[src/rtl/riscv_pkg.sv]
// Shared front-end definitions used by fetch and decode.
package riscv_pkg;

    localparam int XLEN_DEF       = 32;
    localparam int INST_WIDTH_DEF = 32;
    localparam logic [31:0] RESET_PC_DEF = 32'h0000_0000;

    typedef struct packed {
        logic [INST_WIDTH_DEF-1:0] instr;
        logic [XLEN_DEF-1:0]       pc;
    } fetch_entry_t;

endpackage

[src/rtl/fetch_queue.sv]
// Synchronous FIFO holding fetched {instr, pc} entries; head is read combinationally.
module fetch_queue #(
    parameter int DEPTH = 4,
    parameter int WIDTH = 64,
    localparam int AW = $clog2(DEPTH),
    localparam int CW = AW + 1
) (
    input  logic             clk,
    input  logic             rst,
    input  logic             clear,
    input  logic             push,
    input  logic [WIDTH-1:0] push_data,
    input  logic             pop,
    output logic [WIDTH-1:0] head_data,
    output logic [CW-1:0]    count,
    output logic             full,
    output logic             empty
);

    logic [WIDTH-1:0] mem_r [DEPTH];
    logic [AW-1:0]    wr_ptr_r;
    logic [AW-1:0]    rd_ptr_r;
    logic [CW-1:0]    count_r;
    logic             do_pop_s;
    logic             do_push_s;

    // A pop frees a slot, so a full queue may still take a push in the same cycle
    always_comb begin
        do_pop_s  = pop && (count_r != CW'(0));
        do_push_s = push && ((count_r != CW'(DEPTH)) || do_pop_s);
    end

    // Pointer and occupancy bookkeeping
    always_ff @(posedge clk or posedge rst) begin
        if (rst) begin
            wr_ptr_r <= AW'(0);
            rd_ptr_r <= AW'(0);
            count_r  <= CW'(0);
        end else if (clear) begin
            wr_ptr_r <= AW'(0);
            rd_ptr_r <= AW'(0);
            count_r  <= CW'(0);
        end else begin
            if (do_push_s) wr_ptr_r <= wr_ptr_r + AW'(1);
            if (do_pop_s)  rd_ptr_r <= rd_ptr_r + AW'(1);
            count_r <= count_r + CW'(do_push_s) - CW'(do_pop_s);
        end
    end

    // Entry storage
    always_ff @(posedge clk) begin
        if (do_push_s && !clear) mem_r[wr_ptr_r] <= push_data;
    end

    assign head_data = mem_r[rd_ptr_r];
    assign count     = count_r;
    assign full      = (count_r == CW'(DEPTH));
    assign empty     = (count_r == CW'(0));

endmodule

[src/rtl/fetch_stage_chk.sv]
// Invariant checks for the fetch stage credit and response accounting.
module fetch_stage_chk #(
    parameter int FQ_DEPTH = 4,
    parameter int CW       = 3
) (
    input logic          clk,
    input logic          rst,
    input logic          resp_valid,
    input logic [CW-1:0] inflight,
    input logic [CW-1:0] q_count,
    input logic          q_full,
    input logic          push,
    input logic          pop
);

    a_no_orphan_resp: assert property (@(posedge clk) disable iff (rst)
        !(resp_valid && (inflight == CW'(0))));

    a_credit_bound: assert property (@(posedge clk) disable iff (rst)
        (({1'b0, q_count} + {1'b0, inflight}) <= (CW+1)'(FQ_DEPTH)));

    a_no_overflow: assert property (@(posedge clk) disable iff (rst)
        !(push && q_full && !pop));

endmodule

[src/rtl/fetch_stage.sv]
// In-order fetch: credit-limited request issue, in-order response capture, flush with stale-response drop.
module fetch_stage
    import riscv_pkg::*;
#(
    parameter int              XLEN       = 32,
    parameter int              INST_WIDTH = 32,
    parameter logic [XLEN-1:0] RESET_PC   = XLEN'(RESET_PC_DEF),
    parameter int              FQ_DEPTH   = 4
) (
    input  logic                  clk,
    input  logic                  rst,
    input  logic                  flush,
    input  logic [XLEN-1:0]       redirect_pc,
    input  logic                  stall,
    output logic                  imem_req_valid,
    input  logic                  imem_req_ready,
    output logic [XLEN-1:0]       imem_req_addr,
    input  logic                  imem_resp_valid,
    input  logic [INST_WIDTH-1:0] imem_resp_data,
    output logic [INST_WIDTH-1:0] instr_out,
    output logic [XLEN-1:0]       pc_out,
    output logic                  valid_out
);

    localparam int CW = $clog2(FQ_DEPTH) + 1;
    localparam int EW = INST_WIDTH + XLEN;

    logic [XLEN-1:0] fetch_pc_r;
    logic [XLEN-1:0] resp_pc_r;
    logic [CW-1:0]   inflight_r;
    logic [CW-1:0]   drop_cnt_r;
    logic [CW-1:0]   q_count_s;
    logic [CW-1:0]   inflight_after_resp_s;
    logic [CW:0]     credit_used_s;
    logic [EW-1:0]   head_s;
    logic            q_full_s;
    logic            q_empty_s;
    logic            req_valid_s;
    logic            req_fire_s;
    logic            drop_s;
    logic            push_s;
    logic            pop_s;

    // Credit, handshake and queue control decisions for this cycle
    always_comb begin
        credit_used_s = {1'b0, q_count_s} + {1'b0, inflight_r};
        req_valid_s   = !rst && !flush && (credit_used_s < (CW+1)'(FQ_DEPTH));
        req_fire_s    = req_valid_s && imem_req_ready;
        drop_s        = imem_resp_valid && (drop_cnt_r != CW'(0));
        push_s        = imem_resp_valid && !drop_s && !flush;
        pop_s         = !q_empty_s && !stall && !flush;
        if (imem_resp_valid && (inflight_r != CW'(0))) begin
            inflight_after_resp_s = inflight_r - CW'(1);
        end else begin
            inflight_after_resp_s = inflight_r;
        end
    end

    // PC and outstanding-request tracking; a flush marks everything still in flight as stale
    always_ff @(posedge clk or posedge rst) begin
        if (rst) begin
            fetch_pc_r <= RESET_PC;
            resp_pc_r  <= RESET_PC;
            inflight_r <= CW'(0);
            drop_cnt_r <= CW'(0);
        end else if (flush) begin
            fetch_pc_r <= redirect_pc;
            resp_pc_r  <= redirect_pc;
            inflight_r <= inflight_after_resp_s;
            drop_cnt_r <= inflight_after_resp_s;
        end else begin
            if (req_fire_s) fetch_pc_r <= fetch_pc_r + XLEN'(4);
            if (push_s)     resp_pc_r  <= resp_pc_r + XLEN'(4);
            if (drop_s)     drop_cnt_r <= drop_cnt_r - CW'(1);
            inflight_r <= inflight_after_resp_s + CW'(req_fire_s);
        end
    end

    fetch_queue #(
        .DEPTH (FQ_DEPTH),
        .WIDTH (EW)
    ) u_queue (
        .clk       (clk),
        .rst       (rst),
        .clear     (flush),
        .push      (push_s),
        .push_data ({imem_resp_data, resp_pc_r}),
        .pop       (pop_s),
        .head_data (head_s),
        .count     (q_count_s),
        .full      (q_full_s),
        .empty     (q_empty_s)
    );

    fetch_stage_chk #(
        .FQ_DEPTH (FQ_DEPTH),
        .CW       (CW)
    ) u_chk (
        .clk        (clk),
        .rst        (rst),
        .resp_valid (imem_resp_valid),
        .inflight   (inflight_r),
        .q_count    (q_count_s),
        .q_full     (q_full_s),
        .push       (push_s),
        .pop        (pop_s)
    );

    assign imem_req_valid = req_valid_s;
    assign imem_req_addr  = fetch_pc_r;
    assign valid_out      = !q_empty_s;
    assign instr_out      = q_empty_s ? INST_WIDTH'(0) : head_s[EW-1:XLEN];
    // With nothing queued, pc_out shows the PC the next response will carry
    assign pc_out         = q_empty_s ? resp_pc_r : head_s[XLEN-1:0];

endmodule

[config.mk]
export PLATFORM = sky130hd
export DESIGN_NAME = fetch_stage
export DESIGN_NICKNAME = d
export VERILOG_FILES = /design/src/rtl/riscv_pkg.sv /design/src/rtl/fetch_queue.sv /design/src/rtl/fetch_stage_chk.sv /design/src/rtl/fetch_stage.sv
export SDC_FILE = /design/constraint.sdc
export NUM_CORES = 1
export LEC_CHECK = 0
export ABC_AREA = 0
export CELL_PAD_IN_SITES_DETAIL_PLACEMENT = 1
export CELL_PAD_IN_SITES_GLOBAL_PLACEMENT = 1
export CORE_MARGIN = 5
export CORE_UTILIZATION = 48
export CTS_CLUSTER_DIAMETER = 30
export CTS_CLUSTER_SIZE = 10
export DETAILED_ROUTE_END_ITERATION = 6
export GPL_ROUTABILITY_DRIVEN = 0
export PLACE_DENSITY_LB_ADDON = 0.12
export SYNTH_ARGS = -nofsm -noshare
export SYNTH_HDL_FRONTEND = slang
export SYNTH_SLANG_ARGS = --single-unit
[constraint.sdc]
create_clock -name clk -period 7.43 [get_ports clk]
set_clock_uncertainty 0.1 [all_clocks]
set_input_delay 1.1145 -clock clk [delete_from_list [all_inputs] [get_ports clk]]
set_output_delay 1.1145 -clock clk [all_outputs]
set_load 0.02 [all_outputs]
==> run_results.csv, run 1 <==
group,metric,value,unit
clock_tree,cts_resized,0,
setup_path,cp_slowest_cell,"dfrtp_4",
die,initial_core_util,48.46,%
synthesis,synth.avg_cell_area,16.06,sq um
routing,drc_errors,0,
global_route,grt_usage,21.75,%
die,fp.dieH,182.7,microns
die,die_area,33400,sq um
power,leakagePower,6.533,nW
setup_path,rr_endpoint,"imem_req_addr[6]",
synthesis,synth_seq_cells,333,
setup_path,r2r-start,"u_queue.count[1]",
global_route,grt_pass1_wl,56730,microns
synthesis,syn_inst,892,
final_layout,areaGrowthSynthToFinish,30.28,%
timing,worstMarginPinSlew,1.158,ns
setup_path,critical-path-top-delay-family,"buffers and inverters",
setup_path,startpoint,"u_queue.rd_ptr_r[0]",
setup_path,cp_num_buf_inv,2,
timing,hold_ws,0.4319,ns
place,hpwl,20770,microns
synthesis,synth_nets,979,
clock_tree,htreeDepth,3,
min_path,holdPathStages,2,
global_route,gr-total-overflow,0,
synthesis,synth_compound_area_share,4.245,%
synthesis,yosysSeqAreaShare,67.12,%
power,ir_worst_vdd,0.0002004,V
synthesis,synthArstFlopShare,23.12,%
clock_tree,clk_latency,0.54,ns
setup_path,ff2ff_path_depth,7,
synthesis,yosysWarnings,0,
setup_path,cp_max_fo,43,
place,dpl_worst_slack,3.093,ns
timing,fmax,209.2,MHz
synthesis,synthAdderAreaFrac,1.537,%
routing,dr.pass1.iters,4,
die,io_pins,168,
die,rows,63,
timing,hold_violations,0,
clock_tree,cts_hold_buffers,0,
setup_path,cp.required,6.22,ns
clock_tree,cts_tree,"built",
setup_path,critical_path_class,"flip-flop to primary output",
timing,slew_headroom,22.79,%
die,fp.coreArea,29560,sq um
place,port_buffers,167,
routing,drtIter0Drc,398,
routing,postRouteAntennaNets,0,
synthesis,synthDistinctLibCells,65,
final_layout,n_antenna_cell,0,
timing,rsz0062_at_grt,"false",
routing,drt_wl_total,35490,microns
timing,fin_crit,4.779,ns
clock_tree,numCtsBuffers,67,
timing,fin_crit_sh,64.33,%
synthesis,synth_mux_area_share,13.07,%
synthesis,synth_top_family_by_area,"multiplexers",
synthesis,synth-simple-area-share,9.233,%
clock_tree,clock-root-buffer,"clkbuf_16",
synthesis,synthesis.area,14320,sq um
timing,setup_violations,0,
clock_tree,postCtsSetupRepairBufs,0,
place,dp.cells,1413,
setup_path,cp.depth,4,
timing,fin_setup_tns,0,ns
timing,fin_ws,2.651,ns
synthesis,synth-edff-count,256,
routing,wl_per_cell,23.15,microns
setup_path,slowest_delay,1.00,ns
min_path,min_to,"imem_req_addr[1]",
clock_tree,cts.clk_slew.worst_paths,0.05,ns
setup_path,crit_path_start_kind,"flip-flop",
clock_tree,cts_buffer_depth,3,
setup_path,cp.arrival,3.56,ns
die,die_w,182.7,microns
timing,slew_viol_final,0,
min_path,holdCritPathClass,"flip-flop to flip-flop",
global_route,antenna_found_initial,0,
synthesis,yosys.area_share.xor_xnor,2.568,%
power,power_density,378.7,nW/um^2
min_path,holdCritStartpoint,"imem_req_addr[1]",
final_layout,instances_no_fill,1533,
setup_path,crit_path_cell_trace,"buf_4, mux4_2, mux2_2, clkdlybuf4s50_1",
status,status,"complete, no violations",
global_route,grt_max_degree,70,
final_layout,final_nets,1179,
clock_tree,clkSinkCount,333,
routing,via_per_inst,5.648,
final_layout,drive_gt1_share,21.17,%
run,drv_cap,0,
setup_path,endpoint_kind,"primary output",
routing,vias,8659,
setup_path,rrSetupSlack,4.31,ns
synthesis,dominantRegCellSynth,"edfxtp_1",
global_route,grt_pass1_vias,9740,
==> cells in the mapped netlist (4+ instances only) <==
| library cell | count | area share [%] |
|---|---|---|
| mux4_2 | 64 | 10 |
| edfxtp_1 | 256 | 54 |
| nand2_1 | 56 | 1.5 |
| and3_1 | 9 | 0.39 |
| buf_1 | 6 | 0.16 |
| nor2_1 | 24 | 0.63 |
| o211ai_1 | 9 | 0.47 |
| o311ai_0 | 4 | 0.24 |
| buf_2 | 14 | 0.49 |
| inv_1 | 29 | 0.76 |
| and4_1 | 5 | 0.31 |
| o31a_1 | 4 | 0.24 |
| nor3_1 | 12 | 0.42 |
| and2_1 | 40 | 1.7 |
| nand2b_1 | 4 | 0.17 |
| xnor2_1 | 25 | 1.5 |
| o21ai_1 | 9 | 0.31 |
| xor2_1 | 17 | 1.0 |
| dfrtp_1 | 77 | 13 |
| a31oi_1 | 6 | 0.26 |
| nand3_1 | 27 | 0.94 |
| ha_1 | 16 | 1.4 |
| a21oi_1 | 5 | 0.17 |
| mux2_2 | 35 | 2.8 |
| a21boi_0 | 5 | 0.26 |
| nor4_1 | 4 | 0.17 |
| clkbuf_1 | 17 | 0.45 |
| o21ai_0 | 34 | 1.2 |
| nand4_1 | 21 | 0.92 |
| nand4_2 | 6 | 0.52 |
==> worst max path at each step <==
stage	end	slack, ns
after floorplan	u_queue.mem_r[0][0]	3.60
after global routing	pc_out[18]	2.39
after global placement	pc_out[13]	3.12
after CTS	pc_out[7]	2.51
after detailed placement	pc_out[7]	3.09
final	pc_out[7]	2.65
==> registers in the layout, indices dropped and copies added (netlist names) <==
register          cells
u_queue.mem_r       256
imem_req_addr        32
resp_pc_r            32
drop_cnt_r            3
inflight_r            3
u_queue.count         3
u_queue.rd_ptr_r      2
u_queue.wr_ptr_r      2
==> layout make-up <==
cell class	instances	area (sq um)
clock inverter	45	585.6
sequential	333	9619
timing repair buffer	173	1712
clock buffer	75	1738
inverter	31	117.6
tap	390	488.0
multi-input combinational	486	4400
fill	2660	10900
==> cells in the final DEF (no fill, tap or decap), drive strengths merged, types with 13 or more instances in the layout <==
master and n:
nand3 27, mux2 37, xor2 17, dfrtp 77, mux4 64, inv 34
and2 40, xnor2 25, nor2 24, nor3 13, clkdlybuf4s50 166, clkbuf 75
edfxtp 256, nand2 59, nand4 27, ha 16, clkinv 21, o21ai 44
==> worst min-delay path: stages, from the launching register on <==
cell     delay [ns]
dfrtp_1        0.37
inv_1          0.05
o21ai_0        0.06
==> through the flow <==
stage          cell area (sq um)  total power, mW  utilization, %
5_1_grt                    18660            7.376           63.13
3_5_place_dp               16340            4.039           55.27
4_1_cts                    18660            7.157           63.13
2_1_floorplan              14320            3.311               -
3_3_place_gp               16340            4.013           55.27
6_report                   18660            7.067           63.13
==> layer usage <==
metal  vias to the layer above  wire length (microns)  GRT usage [%]
li1                       3877                      -              -
met1                      4475                  15580          29.35
met2                       255                  17300          36.17
met3                        52                   2033          4.998
met4                         0                    580          5.644
met5                         -                      0              0
==> power by group <==
group          switching [mW]  leakage (nW)  internal, mW  total [mW]
clock                   0.975          1.11          2.10        3.08
sequential              0.178          3.24          2.13        2.30
combinational           0.842          2.19         0.843        1.69
==> cells by family (layout without fill, tap and decap cells) <==
group | after synthesis | after routing
flops | 333 | 333
simple gates | 231 | 231
mux | 102 | 102
compound gates | 94 | 94
buf+inv | 73 | 324
xor+xnor | 42 | 42
fa+ha+maj | 17 | 17
No activity file was read; power rests on OpenSTA's default activity.
==> run 2, diff against run 1 <==
--- a/config.mk
+++ b/config.mk
@@ -9,7 +9,7 @@
 export CELL_PAD_IN_SITES_DETAIL_PLACEMENT = 1
 export CELL_PAD_IN_SITES_GLOBAL_PLACEMENT = 1
 export CORE_MARGIN = 5
-export CORE_UTILIZATION = 48
+export CORE_UTILIZATION = 43
 export CTS_CLUSTER_DIAMETER = 30
 export CTS_CLUSTER_SIZE = 10
 export DETAILED_ROUTE_END_ITERATION = 6
==> constraint.sdc (replaced) <==
create_clock -name clk -period 4.1 [get_ports clk]
set_clock_uncertainty 0.1 [all_clocks]
set_input_delay 0.615 -clock clk [delete_from_list [all_inputs] [get_ports clk]]
set_output_delay 0.615 -clock clk [all_outputs]
set_load 0.02 [all_outputs]
==> run_results.csv, run 2 (synthesized netlist as in run 1, its figures left out) <==
group,metric,value,unit
routing,vias,8868,
die,die_w,192.5,microns
timing,setup_violations,0,
die,initial_core_util,43.80,%
routing,wl_per_cell,23.14,microns
setup_path,slowest_delay,0.71,ns
final_layout,largest_reg_flops,256,
clock_tree,postCtsSetupRepairBufs,0,
timing,fin_setup_tns,0,ns
clock_tree,cts_buffer_depth,3,
final_layout,final_nets,1205,
timing,rsz0062_at_grt,"false",
run,drv_cap,0,
power,leakagePower,6.808,nW
final_layout,mostFrequentLayoutCell,"edfxtp_1",
timing,hold_violations,0,
clock_tree,clk_latency,0.58,ns
routing,dr.pass1.iters,4,
clock_tree,numCtsBuffers,76,
timing,slew_viol_final,0,
timing,fin_crit,3.830,ns
routing,postRouteAntennaNets,0,
global_route,grt_pass1_wl,58640,microns
setup_path,cp.arrival,3.11,ns
final_layout,multi_input_area,4400,sq um
final_layout,largest_register,"u_queue.mem_r",
clock_tree,cts_hold_buffers,0,
setup_path,cp_num_buf_inv,2,
routing,drc_errors,0,
min_path,holdCritPathClass,"input pin to asynchronous set/reset pin",
die,rows,66,
timing,fmax,261.1,MHz
global_route,grt_pass1_vias,9805,
global_route,gr-usage-met1,28.53,%
clock_tree,htreeDepth,3,
global_route,grt_usage,20.68,%
routing,via_per_inst,5.461,
global_route,gr-total-overflow,0,
final_layout,n_fill_cell,3052,
die,io_pins,168,
final_layout,areaGrowthSynthToFinish,34.48,%
die,fp.coreArea,32700,sq um
setup_path,endpoint_kind,"primary output",
global_route,gr-usage-met3,3.907,%
die,die_area,37060,sq um
routing,drt_wl_total,37570,microns
setup_path,crit_path_cell_trace,"nor3_1, inv_2, o21ai_0, clkdlybuf4s50_1",
global_route,use_met2,34.02,%
setup_path,crit_path_start_kind,"flip-flop",
global_route,antenna_found_initial,0,
global_route,grt_max_degree,65,
setup_path,critical-path-top-delay-family,"buffers and inverters",
clock_tree,clkSinkCount,333,
place,port_buffers,167,
setup_path,cp_max_fo,40,
clock_tree,cts_tree,"built",
global_route,gr-max-usage-layer,"met2",
final_layout,instances_no_fill,1624,
final_layout,mostFrequentLayoutCells,"256 x edfxtp_1, 166 x clkdlybuf4s50_1, 76 x clkbuf_16",
setup_path,startpoint,"u_queue.count[1]",
timing,fin_crit_sh,93.41,%
die,fp.dieH,192.5,microns
timing,worstMarginPinSlew,0.8877,ns
routing,drtIter0Drc,440,
power,power_density,696.5,nW/um^2
power,ir_worst_vdd,0.0003780,V
final_layout,drive_gt1_share,23.27,%
setup_path,critical_path_class,"flip-flop to primary output",
timing,slew_headroom,40.60,%
setup_path,cp_slowest_cell,"clkdlybuf4s50_1",
final_layout,n_antenna_cell,0,
place,dp.cells,1482,
setup_path,cp.required,3.38,ns
final_layout,seq_area,9619,sq um
place,hpwl,23780,microns
setup_path,r2r-start,"drop_cnt_r[0]",
clock_tree,clock-root-buffer,"clkbuf_16",
status,status,"complete, no violations",
clock_tree,cts_resized,0,
clock_tree,cts.clk_slew.worst_paths,0.04,ns
-- run 2: stage by stage --
step / setup slack, ns / utilization (%) / area [sq um] / hold slack, ns / power, mW
2_1_floorplan: 0.7374 / - / 14320 / 0.3760 / 6.000
3_3_place_gp: 0.8272 / 50.85 / 16630 / 0.4109 / 7.345
3_5_place_dp: 0.7970 / 50.85 / 16630 / 0.4203 / 7.384
4_1_cts: 0.1505 / 58.90 / 19260 / 0.3591 / 13.59
5_1_grt: 0.1299 / 58.90 / 19260 / 0.4001 / 14.00
6_report: 0.2702 / 58.90 / 19260 / 0.3667 / 13.42
-- run 2: worst paths after layout --
kind | cells after the start | slack, ns | to
hold reg to reg | 2 | 0.42 | imem_req_addr[1]
setup reg to reg | 6 | 1.31 | u_queue.mem_r[1][14]
setup / recovery | 4 | 0.27 | pc_out[18]
max in group asynchronous | 3 | 2.84 | imem_req_addr[30]
hold / removal | 2 | 0.37 | resp_pc_r[0]
min in group clk | 2 | 0.41 | u_queue.count[2]
-- run 2: cell type report --
class                   instances  area share [%]
flip-flops and latches        333           49.94
multi-input cells             486           22.85
clock buffers                  88           10.26
repair buffers                190           10.07
clock inverters                54           3.404
well taps                     442           2.871
inverters                      31          0.6106
-- run 2: report_power, final --
| part | internal [mW] | total [mW] | switching [mW] |
|---|---|---|---|
| Combinational | 1.58 | 3.16 | 1.58 |
| Sequential | 3.86 | 4.13 | 0.278 |
| Clock | 4.13 | 6.13 | 2.00 |
-- run 2: routing by layer --
layer	up-vias	part of all wire, %
met4	0	1.4
met3	41	4.9
met5	-	0
li1	3960	-
met1	4620	45
met2	247	49
-- run 2: worst register-to-register path: cells and delay by family, from the launching register on --
| family | cells | cell delay [ns] |
|---|---|---|
| DFF | 1 | 0.35 |
| buffers and inverters | 2 | 0.41 |
| adders and majority gates | 1 | 0.24 |
| and+or+nand+nor | 2 | 0.74 |
| AOI/OAI and AO/OA | 1 | 0.64 |
==> run 3, diff against run 2 <==
--- a/config.mk
+++ b/config.mk
@@ -9,11 +9,12 @@
 export CELL_PAD_IN_SITES_DETAIL_PLACEMENT = 1
 export CELL_PAD_IN_SITES_GLOBAL_PLACEMENT = 1
 export CORE_MARGIN = 5
-export CORE_UTILIZATION = 43
+export CORE_UTILIZATION = 48
 export CTS_CLUSTER_DIAMETER = 30
 export CTS_CLUSTER_SIZE = 10
 export DETAILED_ROUTE_END_ITERATION = 6
 export GPL_ROUTABILITY_DRIVEN = 0
+export HOLD_SLACK_MARGIN = 0.15
 export PLACE_DENSITY_LB_ADDON = 0.12
 export SYNTH_ARGS = -nofsm -noshare
 export SYNTH_HDL_FRONTEND = slang
==> constraint.sdc (replaced) <==
create_clock -name clk -period 4.54 [get_ports clk]
set_clock_uncertainty 0.1 [all_clocks]
set_input_delay 0.681 -clock clk [delete_from_list [all_inputs] [get_ports clk]]
set_output_delay 0.681 -clock clk [all_outputs]
set_load 0.02 [all_outputs]
==> run_results.csv, run 3 (synthesized netlist as in run 1, its figures left out) <==
group,metric,value,unit
clock_tree,clkSinkCount,333,
place,port_buffers,167,
power,pwr-share-comb,24.0,%
setup_path,crit_path_start_kind,"flip-flop",
setup_path,ff2ff_path_depth,6,
setup_path,slowest_delay,0.84,ns
die,rows,63,
power,power_density,627.3,nW/um^2
routing,dr.pass1.iters,5,
die,die_w,182.7,microns
setup_path,crit_path_cell_trace,"buf_4, mux4_2, mux2_2, clkdlybuf4s50_1",
setup_path,cp.required,3.76,ns
timing,fin_ws,0.6571,ns
global_route,grt_usage,22.10,%
timing,worstMarginPinSlew,0.8931,ns
power,ir_worst_vdd,0.0002750,V
place,hpwl,22480,microns
clock_tree,clk_latency,0.55,ns
setup_path,cp.arrival,3.10,ns
clock_tree,htreeDepth,3,
die,io_pins,168,
global_route,grt_pass1_wl,57540,microns
final_layout,mostFrequentLayoutCells,"256 x edfxtp_1, 166 x clkdlybuf4s50_1, 75 x dfrtp_1",
setup_path,cp_max_fo,30,
routing,via_per_inst,5.672,
final_layout,largest_reg_flops,256,
setup_path,startpoint,"u_queue.rd_ptr_r[0]",
global_route,gr-total-overflow,0,
global_route,antenna_found_initial,0,
final_layout,drive_gt1_share,23.02,%
clock_tree,numCtsBuffers,69,
timing,fin_crit,3.883,ns
routing,drt_wl_total,36460,microns
final_layout,final_nets,1196,
power,switching_share,28.68,%
min_path,holdPathStages,0,
timing,fin_setup_tns,0,ns
final_layout,n_fill_cell,2645,
min_path,holdCritPathClass,"flip-flop to flip-flop",
final_layout,areaGrowthSynthToFinish,32.55,%
timing,rsz0062_at_grt,"false",
die,initial_core_util,48.46,%
timing,hold_ws,0.4226,ns
timing,slew_headroom,40.37,%
routing,postRouteAntennaNets,0,
timing,fin_crit_sh,85.53,%
die,die_area,33400,sq um
clock_tree,cts_buffer_depth,3,
die,fp.coreArea,29560,sq um
final_layout,mostFrequentLayoutCell,"edfxtp_1",
global_route,grt_pass1_vias,9818,
clock_tree,clock-root-buffer,"clkbuf_16",
clock_tree,cts_tree,"built",
timing,hold_violations,0,
power,leakagePower,6.708,nW
setup_path,critical_path_class,"flip-flop to primary output",
global_route,grt_max_degree,58,
clock_tree,postCtsSetupRepairBufs,0,
place,dpl_worst_slack,1.070,ns
status,status,"complete, no violations",
power,seq_power_share,31.4,%
timing,fmax,257.5,MHz
min_path,holdCritStartpoint,"resp_pc_r[0]",
final_layout,n_antenna_cell,0,
clock_tree,cts_resized,0,
run,drv_cap,0,
final_layout,final_util,64.23,%
setup_path,r2r-start,"drop_cnt_r[0]",
routing,drtIter0Drc,495,
routing,drc_errors,0,
setup_path,cp_slowest_cell,"dfrtp_4",
timing,slew_viol_final,0,
power,power.share.clock,44.6,%
clock_tree,cts.clk_slew.worst_paths,0.05,ns
clock_tree,cts_hold_buffers,0,
routing,wl_per_cell,23.46,microns
power,switchingPower,3.415,mW
routing,vias,8814,
timing,setup_violations,0,
power,power.internal,8.494,mW
setup_path,endpoint_kind,"primary output",
final_layout,largest_register,"u_queue.mem_r",
die,fp.dieH,182.7,microns
-- run 3: critical path, delay by kind of cell (launching register included) --
kind / cells / cell delay (ns)
DFF: 1 / 0.84
buffers and inverters: 2 / 0.88
muxes: 2 / 0.82
-- run 3: path summary, 6_finish.rpt --
kind | end | slack [ns]
setup reg to reg | u_queue.mem_r[2][4] | 1.63
min in group asynchronous | imem_req_addr[3] | 0.67
hold reg to reg | u_queue.mem_r[1][0] | 0.42
hold / removal | u_queue.mem_r[1][0] | 0.42
setup / recovery | pc_out[19] | 0.66
max in group asynchronous | resp_pc_r[9] | 2.92
-- run 3: stage by stage --
step | std cells | power (mW) | instance area [sq um]
global route | 1554 | 12.42 | 18990
detailed placement | 1428 | 6.671 | 16510
floorplan | 892 | 5.418 | 14320
global placement | 1428 | 6.620 | 16510
finish | 1554 | 11.91 | 18990
CTS | 1554 | 12.05 | 18990
-- run 3: layer usage --
metal | routed length [microns] | vias to the layer above | global-route usage, %
met5 | 0 | - | 0
met4 | 758 | 0 | 6.965
met3 | 2237 | 53 | 4.582
met2 | 17870 | 320 | 36.36
met1 | 15590 | 4527 | 29.96
li1 | - | 3914 | -
-- run 3: power groups by stage --
stage / Sequential [mW] / Clock (mW) / Combinational, mW
CTS: 3.75 / 5.39 / 2.92
detailed placement: 3.79 / 0 / 2.88
global route: 3.78 / 5.58 / 3.06
finish: 3.74 / 5.31 / 2.86
floorplan: 3.70 / 0 / 1.72
global placement: 3.78 / 0 / 2.84
-- run 3: layout make-up --
class	instances	area [sq um]	area share (%)
clock buffers	75	1770	9.325
clock inverters	51	703.2	3.704
inverters	31	117.6	0.6195
multi-input cells	486	4400	23.18
flip-flops and latches	333	9619	50.67
well taps	390	488.0	2.570
repair buffers	188	1887	9.938
